==> src/rtl/line_mem_responder.sv <==
// Line refill/writeback responder: serves one cache-line request as word beats on a narrow memory bus.
// Build option LINE_MEM_RESPONDER_PIPELINED_READ_EN: issue read beats back-to-back instead of one at a time.
//
// state   | meaning
// --------+-----------------------------------------------------------
// S_IDLE  | waiting for a line request; write wins over read
// S_WRITE | issuing write beats, one word of the latched line per beat
// S_READ  | issuing read beats and assembling responses into the line
// S_DONE  | one-cycle done pulse for the latched op, then back to idle
module line_mem_responder #(
  parameter  int LINE_WIDTH     = 128,
  parameter  int BUS_WIDTH      = 32,
  parameter  int MEM_ADDR_WIDTH = 28,
  localparam int BEAT_COUNT     = LINE_WIDTH / BUS_WIDTH,
  localparam int BEAT_WIDTH     = $clog2(BEAT_COUNT)
) (
  input  logic                               clk,
  input  logic                               rstN,
  input  logic [MEM_ADDR_WIDTH-1:0]          memAddr,
  input  logic                               memReadEnable,
  input  logic                               memWriteEnable,
  input  logic [LINE_WIDTH-1:0]              memWriteValue,
  output logic                               memReadDone,
  output logic                               memWriteDone,
  output logic [LINE_WIDTH-1:0]              memReadValue,
  output logic                               busValid,
  input  logic                               busReady,
  output logic                               busWrite,
  output logic [MEM_ADDR_WIDTH+BEAT_WIDTH-1:0] busAddr,
  output logic [BUS_WIDTH-1:0]               busWriteData,
  input  logic                               busReadValid,
  input  logic [BUS_WIDTH-1:0]               busReadData
);

  localparam int                CNT_W = BEAT_WIDTH + 1;
  localparam logic [CNT_W-1:0]  BEATS = CNT_W'(BEAT_COUNT);
  localparam logic [CNT_W-1:0]  LAST  = CNT_W'(BEAT_COUNT - 1);

  typedef enum logic [1:0] {
    S_IDLE  = 2'd0,
    S_WRITE = 2'd1,
    S_READ  = 2'd2,
    S_DONE  = 2'd3
  } state_t;

  state_t                    state, state_nxt;
  logic [MEM_ADDR_WIDTH-1:0] addr, addr_nxt;
  logic [LINE_WIDTH-1:0]     line, line_nxt;
  logic                      op_write, op_write_nxt;
  logic [CNT_W-1:0]          req_count, req_count_nxt;
  logic [CNT_W-1:0]          resp_count, resp_count_nxt;
  logic [BEAT_WIDTH-1:0]     req_idx, resp_idx;
  logic                      read_issue;

  assign req_idx  = req_count[BEAT_WIDTH-1:0];
  assign resp_idx = resp_count[BEAT_WIDTH-1:0];

`ifdef LINE_MEM_RESPONDER_PIPELINED_READ_EN
  assign read_issue = (req_count < BEATS);
`else
  // Only one read beat in flight: wait for its response before issuing the next.
  assign read_issue = (req_count == resp_count) && (req_count < BEATS);
`endif

  // All outputs decode registered state only; busReady/busReadValid never reach them.
  assign busValid     = (state == S_WRITE) || ((state == S_READ) && read_issue);
  assign busWrite     = (state == S_WRITE);
  assign busAddr      = {addr, req_idx};
  assign busWriteData = (state == S_WRITE) ? line[int'(req_idx)*BUS_WIDTH +: BUS_WIDTH] : '0;
  assign memReadDone  = (state == S_DONE) && !op_write;
  assign memWriteDone = (state == S_DONE) && op_write;
  assign memReadValue = line;

  always_comb begin
    state_nxt      = state;
    addr_nxt       = addr;
    line_nxt       = line;
    op_write_nxt   = op_write;
    req_count_nxt  = req_count;
    resp_count_nxt = resp_count;
    case (state)
      S_IDLE: begin
        if (memWriteEnable) begin
          addr_nxt       = memAddr;
          line_nxt       = memWriteValue;
          op_write_nxt   = 1'b1;
          req_count_nxt  = '0;
          resp_count_nxt = '0;
          state_nxt      = S_WRITE;
        end else if (memReadEnable) begin
          addr_nxt       = memAddr;
          op_write_nxt   = 1'b0;
          req_count_nxt  = '0;
          resp_count_nxt = '0;
          state_nxt      = S_READ;
        end
      end
      S_WRITE: begin
        if (busReady) begin
          req_count_nxt = req_count + 1'b1;
          if (req_count == LAST) state_nxt = S_DONE;
        end
      end
      S_READ: begin
        if (busValid && busReady) req_count_nxt = req_count + 1'b1;
        // A response counts only against a beat that is actually outstanding.
        if (busReadValid && (resp_count < req_count)) begin
          line_nxt[int'(resp_idx)*BUS_WIDTH +: BUS_WIDTH] = busReadData;
          resp_count_nxt = resp_count + 1'b1;
          if (resp_count == LAST) state_nxt = S_DONE;
        end
      end
      S_DONE: begin
        state_nxt = S_IDLE;
      end
      default: begin
        state_nxt = S_IDLE;
      end
    endcase
  end

  always_ff @(posedge clk) begin
    if (!rstN) begin
      state      <= S_IDLE;
      addr       <= '0;
      line       <= '0;
      op_write   <= 1'b0;
      req_count  <= '0;
      resp_count <= '0;
    end else begin
      state      <= state_nxt;
      addr       <= addr_nxt;
      line       <= line_nxt;
      op_write   <= op_write_nxt;
      req_count  <= req_count_nxt;
      resp_count <= resp_count_nxt;
    end
  end

endmodule

==> config.mk <==
export PLATFORM = sky130hd
export DESIGN_NAME = line_mem_responder
export DESIGN_NICKNAME = d
export VERILOG_FILES = /design/src/rtl/line_mem_responder.sv
export SDC_FILE = /design/constraint.sdc
export NUM_CORES = 1
export LEC_CHECK = 0
export ABC_CLOCK_PERIOD_IN_PS = 8370
export CAP_MARGIN = 20
export CORE_AREA = 3 3 148 150
export DETAILED_ROUTE_END_ITERATION = 12
export DIE_AREA = 0 0 151 153
export PLACE_DENSITY_LB_ADDON = 0.12
export SETUP_SLACK_MARGIN = 0.1
export SYNTH_ARGS = -nofsm -noshare
export SYNTH_HDL_FRONTEND = slang
export SYNTH_SLANG_ARGS = --single-unit
==> constraint.sdc <==
create_clock -name clk -period 8.37 [get_ports clk]
set_clock_uncertainty 0.15 [all_clocks]
set_input_delay 1.2555 -clock clk [delete_from_list [all_inputs] [get_ports clk]]
set_output_delay 1.2555 -clock clk [all_outputs]
set_load 0.02 [all_outputs]
## After elaboration in Yosys (flattened, before gate mapping)

Cells that the tools add are included.

- Bits in registers: 165
- Bits in latches: 0
- RAM bits: 0
- Memory bits (read-only): 0
- Output and inout bits: 194
- Memories: 0

- Add/sub/neg operators: 3
- Multipliers: 0
- Div/mod/pow operators: 0
- Order comparisons: 2
- Equality and inequality tests: 13
- Shift-type cells: 3
- Multiplexer cells: 23
- Bitwise gates (word level): 0
- Reductions and logical operators: 17

Operator list:

| cell | count |
|---|---|
| $mux 128 | 2 |
| $pmux 128 s2 | 1 |
| $bwmux 128 | 1 |
| $shift 32x33->128 const A | 1 |
| $shiftx 128x8->32 | 1 |
| $shiftx 32x33->128 | 1 |
| $mux 28 | 2 |
| $neg 7->33 | 1 |
| $mux 32 | 1 |
| $mux 3 | 5 |
| $mux 2 | 6 |
| $pmux 3 s3 | 1 |
| $ne 2x1->1 const B | 4 |
| $pmux 2 s4 | 1 |
| $add 3x1->3 const B | 2 |
| $eq 3x2->1 const B | 2 |
| $logic_and 1x1->1 | 6 |
| $pmux 3 s2 | 1 |
| $reduce_and 3->1 | 2 |
| $reduce_and 5->1 | 1 |
| $eq 2x2->1 const B | 2 |
| $ne 2x2->1 const B | 2 |
| $reduce_and 4->1 | 1 |
| $reduce_bool 2->1 | 2 |
| other kinds (11) | 12 |

## Logic depth before layout (Yosys ltp)

Gate-level depths: netlist (run 1).

- Word-level depth: 7
- Mapped depth: 11

## Worst setup path after synthesis (run 1)

OpenSTA, ideal clock, no wires.

- Path kind: reg2out
- Start point: register req_count[0]
- End point: output port busWriteData[10]
- Arrival: 1754 ps
- Data required time: 6965 ps
- Path slack: 5210 ps
- Cell stages (with the launch flop): 5
- Buffers on the path: 2
- Cell sequence: dfxtp_1 -> clkbuf_1 -> buf_2 -> mux4_2 -> and2_1

- Longest elaborated chain between the ends: 2

RTL lines:

| element | RTL line | text |
|---|---|---|
| start: declaration | 50 | `logic [CNT_W-1:0] req_count, req_count_nxt;` |
| start signal: assignment | 135 | `req_count <= req_count_nxt;` |
| $shiftx 128x8->32 | 69 | `assign busWriteData = (state == S_WRITE) ? line[int'(req_idx)*BUS_WIDTH +: BUS_WIDTH] : '0;` |
| $mux 32 | 69 |  |
| end: declaration | 30 | `output logic [BUS_WIDTH-1:0] busWriteData,` |

Every way passes these cells.

## Worst setup path in the final report (run 1)

- Start point: register state[0]
- End point: output port busValid

- Longest elaborated chain between the ends: 3
- Elaborated cells on any way between the ends: 4
- Classes of those cells: eq/ne: 2; reduce/logical: 2

RTL lines:

| element | RTL line | text |
|---|---|---|
| start: declaration | 46 | `state_t state, state_nxt;` |
| start signal: assignment | 131 | `state <= state_nxt;` |
| $eq 2x2->1 | 66 | `assign busValid = (state == S_WRITE) \|\| ((state == S_READ) && read_issue);` |
| $logic_and 1x1->1 | 66 |  |
| $logic_or 1x1->1 * | 66 |  |
| end: declaration | 26 | `output logic busValid,` |

Every way passes the cells marked *; elsewhere a longest branch is shown, timed or not.

==> results of run 1 <==
==> path summary, 6_finish.rpt <==
| path | start | endpoint | slack, ns | depth (start not counted) |
|---|---|---|---|---|
| worst max-delay path | state[0] | busValid | 3.79 | 5 |
| worst min-delay path | addr[26] | addr[26] | 0.30 | 2 |
| worst max register to register | state[0] | memReadValue[113] | 4.18 | 7 |
| worst min register to register | addr[26] | addr[26] | 0.30 | 2 |
==> cells in the final DEF, fill, tap and decap left out, drive strengths merged, types with 2 or more instances in the layout <==
master / count
clkinvlp: 2
nor2: 5
a211oi: 105
a21oi: 255
nand4: 27
o221a: 2
o21ai: 4
o31ai: 2
mux4: 32
or3: 4
a311oi: 26
bufinv: 3
and2: 38
nand2: 63
clkbuf: 19
nand3: 3
clkdlybuf4s50: 387
buf: 16
dfxtp: 165
nand2b: 29
nor4b: 2
diode: 2
nor2b: 106
a41oi: 6
o41ai: 5
ha: 16
clkinv: 3
inv: 18
mux2i: 3
==> cell type report <==
class                   count  area (um2)  share of cell area
diodes                      2        5.00            0.000370
clock buffers              19         443              0.0328
clock inverters            12         169              0.0125
inverters                  14        55.1             0.00407
multi-input cells         743        5190               0.384
flip-flops and latches    165        3310               0.245
well taps                 275         344              0.0255
repair buffers            403        4010               0.297
==> cell families after synthesis <==
kind of cell / Yosys count
AOI/OAI and AO/OA: 409
adders and majority gates: 16
muxes: 35
buffers and inverters: 133
and+or+nand+nor: 283
DFF: 165
==> report_power, final <==
group | switching [mW] | internal, mW | leakage [nW]
clock network | 0.341 | 0.482 | 0.293
logic | 1.40 | 1.09 | 3.06
registers | 0.241 | 1.05 | 1.37
total | 1.98 | 2.62 | 4.72
==> routing by layer <==
layer,global-route usage,share of wire,routed length [um]
met4,0.107,0.031,1120
met1,0.373,0.39,14200
met3,0.0803,0.086,3090
met5,0,0.00092,33
met2,0.494,0.49,17600
==> per-stage QoR <==
stage	hold WS (ns)	worst slack, ns
finish	0.303	3.79
detailed placement	0.297	4.21
CTS	0.306	3.75
global route	0.323	3.60
floorplan	0.294	5.21
global placement	0.291	4.24
==> state kept, by name, summed over array words and instances, names as in the netlist <==
| name | count |
|---|---|
| resp_count | 3 |
| op_write | 1 |
| memReadValue | 128 |
| addr | 28 |
| state | 2 |
| req_count | 3 |
==> worst min-delay path, stage by stage (launching register included) <==
cell	delay, ns
dfxtp_1	0.31
nand2_1	0.05
a21oi_1	0.05
==> results.cfg, run 1 <==
[clocking]
htreeDepth = 4
cts_root_buffer = clkbuf_16
numCtsBuffers = 17
cts_setup_buffers = 0
cts_tree = built
cts_resized = 0
cts.sinks = 165
clk_latency_ns = 0.42
hold_buffers = 0
clkSlewWorstSetupHoldPaths_ns = 0.07
clock_path_buffers = 2

[sta]
fmax_ghz = 0.218
finalCriticalPeriod_ns = 4.58
hold_viol = 0
setup_viol = 0
relSlewSlack = 0.320
rsz0062_at_grt = false
period_share = 0.547
fin_setup_tns_ns = 0
tightest_slew_ns = 1.02
drv_slew = 0

[power_and_ir_drop]
pwr_density_cell_mw_per_mm2 = 341
ir_drop_mv = 0.193
power.total_mw = 4.61
leakage_nw = 4.72

[cells_and_area]
drive_above_1_share = 0.0737
finish.utilization = 0.649
nNetsFinal = 1554
fillers = 1771
design_area_mm2 = 0.0135
areaGrowthSynthToFinish_pct = 50.5
fin_cells = 1633

[logic_synthesis]
synth_cell_type_count = 42
seq_area_frac_synth = 0.368
synth.area.top_cells = dfxtp_1 (37%), a21oi_1 (14%), a211oi_1 (8.8%), mux4_2 (8.0%), nor2b_1 (7.4%)
synthAdderAreaFrac = 0.0223
synth_top_family_by_area = compound AO/OA/AOI/OAI gates
synth_common_cells = a21oi_1 (255), dfxtp_1 (165), nor2b_1 (106)
yosys.area.top_type = dfxtp_1
synth_top_area_frac = 0.368
ys_ff_latch = 165
synth_xor_xnor_area_share = 0
synth_cells = 1041
synth_compound_area_frac = 0.281
yosys_most_used_dff = dfxtp_1
synth_edf_count = 0
netlist_area_mm2 = 0.00898
yosys-mux-area-fraction = 0.0836
syn_avg_cell_area_um2 = 8.63
synthSimpleGateAreaFrac = 0.182
syn-num-nets = 1251
async_reset_ff_frac = 0
synth.most_common_cell = a21oi_1
ys_warn_count = 0

[critical_path]
cp_top_family = buffers and inverters
slowest_delay_ns = 0.71
crit_type = reg2out
end_kind = output port
critical_path_peak_fanout = 76
critPathBufInv = 3
arrival_ns = 3.17
crit_path_start_kind = flop
worst_path_max_delay_cell = buf_4
cp_cell_sequence = inv_1 -> ha_4 -> buf_4 -> a21o_1 -> clkdlybuf4s50_1
required_ns = 6.96

[routing]
firstDrtPassIters = 5
drt_iter0_markers = 588
dr_total_vias = 9487
ant_nets = 0
wl_per_cell_um = 22.1
vias_per_cell = 5.81
wl_um = 36000
drc = 0

[floorplan]
ios = 388
die_y_um = 153
core_mm2 = 0.0208
dieWidth_um = 151
initial_core_util = 0.431
dieArea_mm2 = 0.0231
num_rows = 53

[global_route]
gr-total-overflow = 0
grt_max_degree = 91
grt_pass1_wl_um = 54200
grt.total_usage = 0.299
grt_pass1_vias = 9094
antenna_found_initial = 5

[placed_design]
placed_cell_area_mm2 = 0.0129
gp_congestion = 0.860
hpwl_um = 23600
io_buffers = 387
dp.cells = 1598

[job]
maxCapViolations = 0

[run_status]
status = finished clean

[min_path]
hp-class = reg2reg
Power figures use the tool's default switching activity.
==> run 2, diff against run 1 <==
ABC_CLOCK_PERIOD_IN_PS = 4000   (was 8370)
CORE_AREA = default   (was 3 3 148 150)
CORE_MARGIN = 3   (was default)
CORE_UTILIZATION = 39   (was default)
DIE_AREA = default   (was 0 0 151 153)
clock period = 4 ns   (was 8.37 ns; I/O delays follow)
==> run 2 against run 1 <==
Net effect: wire length rose by 3.3%; critical path type unchanged; critical endpoint unchanged; cell count rose by 0.92%; via count rose by 1.4%.
==> results.cfg, run 2 (synthesized netlist as in run 1, its figures left out) <==
[run_status]
status = finished clean

[routing]
wl_um = 37200
dr_total_vias = 9619
wl_per_cell_um = 22.6
drc = 0
drt_iter0_markers = 638
firstDrtPassIters = 5
ant_nets = 0
vias_per_cell = 5.84

[cells_and_area]
largest_reg_flops = 128
areaGrowthSynthToFinish_pct = 52.0
layout_commonest_cell = clkdlybuf4s50_1
multi_input_area_mm2 = 0.00519
nNetsFinal = 1563
drive_above_1_share = 0.0806
fillers = 1973
seq_area_mm2 = 0.00331
final_cell_mix = clkdlybuf4s50_1 (387), a21oi_1 (255), dfxtp_1 (163)

[clocking]
cts_tree = built
cts_resized = 0
clock_path_buffers = 2
cts_setup_buffers = 0
cts.sinks = 165
clkSlewWorstSetupHoldPaths_ns = 0.07
numCtsBuffers = 17
cts_root_buffer = clkbuf_16
clk_latency_ns = 0.42
htreeDepth = 4
hold_buffers = 0

[critical_path]
critPathBufInv = 2
end_kind = output port
regToRegEndpoint = memReadValue[50]
critical_path_peak_fanout = 9
worst_path_max_delay_cell = clkdlybuf4s50_1
rr_worst_depth = 6
cp-startpoint = resp_count[0]
reg2reg_from = resp_count[0]
slowest_delay_ns = 0.61
crit_cells = 5
cp_top_family = buffers and inverters
crit_path_start_kind = flop
required_ns = 3.25
r2r_slack_ns = 0.82
crit_type = reg2out
cp_cell_sequence = inv_1 -> ha_1 -> and4b_1 -> a21o_1 -> clkdlybuf4s50_1
arrival_ns = 2.55

[min_path]
hp-class = reg2reg
whs_path_depth = 2
holdPathEnd = addr[26]
hp-start = addr[26]

[sta]
hold_ws_ns = 0.303
period_share = 0.825
fin_setup_tns_ns = 0
fmax_ghz = 0.303
tightest_slew_ns = 0.966
drv_slew = 0
hold_viol = 0
relSlewSlack = 0.356
setup_viol = 0
rsz0062_at_grt = false
finalCriticalPeriod_ns = 3.30
worst_slack_ns = 0.701

[power_and_ir_drop]
internal_power_mw = 5.66
leakage_nw = 4.79
p_switching_mw = 4.19
clockPowerShare = 0.186
combPwrFrac = 0.543
pwr-share-seq = 0.272
ir_drop_mv = 0.400
swShare = 0.426
pwr_density_cell_mw_per_mm2 = 722

[global_route]
gr-total-overflow = 0
grt_max_degree = 89
met1_usage = 0.365
antenna_found_initial = 1
use_met3 = 0.0692
grt.total_usage = 0.288
grt_pass1_vias = 9341
busiest_layer = met2
grt_use_met2 = 0.478
grt_pass1_wl_um = 55600

[floorplan]
initial_core_util = 0.404
core_mm2 = 0.0222
dieWidth_um = 158
num_rows = 54
die_y_um = 158
dieArea_mm2 = 0.0249
ios = 388

[placed_design]
hpwl_um = 25100
gp_congestion = 0.857
dp_slack_ns = 0.896
io_buffers = 387

[job]
maxCapViolations = 0
run 2: worst max-delay path by stage:
stage,endpoint
final,busValid
after global routing,busWriteData[0]
after CTS,busWriteData[0]
after detailed placement,memReadValue[59]
after global placement,memReadValue[31]
after floorplan,memReadValue[100]
run 2: layout make-up:
type                            count  area share
Sequential cell                   165       0.242
Multi-Input combinational cell    743       0.380
Clock buffer                       20      0.0327
Antenna cell                        3    0.000550
Tap cell                          280      0.0257
Timing Repair Buffer              412       0.300
Clock inverter                     11      0.0145
Inverter                           14     0.00403
run 2: per-layer routing:
| metal | part of all wire | wire [um] |
|---|---|---|
| met5 | 0.00038 | 14 |
| met4 | 0.027 | 1020 |
| met3 | 0.091 | 3400 |
| met2 | 0.48 | 18000 |
| met1 | 0.40 | 14800 |
run 2: power groups by stage:
stage / Combinational (mW) / Clock [mW] / Sequential, mW
final: 5.35 / 1.83 / 2.68
after global routing: 5.72 / 1.92 / 2.74
after CTS: 5.35 / 1.85 / 2.67
after detailed placement: 5.34 / 0 / 2.70
after global placement: 5.27 / 0 / 2.70
after floorplan: 2.58 / 0 / 3.18
run 2: tightest hold or removal path: cells and delay by family (launching register included):
family          cells  cell delay (ns)
flops               1             0.31
simple gates        1             0.05
compound gates      1             0.05
run 2: stage by stage:
stage | utilization | power, mW | cell area [um2] | instances
2_1_floorplan | - | 5.76 | 8980 | 1041
3_3_place_gp | 0.585 | 7.97 | 13000 | 1614
3_5_place_dp | 0.585 | 8.03 | 13000 | 1614
4_1_cts | 0.614 | 9.87 | 13600 | 1645
5_1_grt | 0.614 | 10.4 | 13600 | 1645
6_report | 0.614 | 9.85 | 13700 | 1648
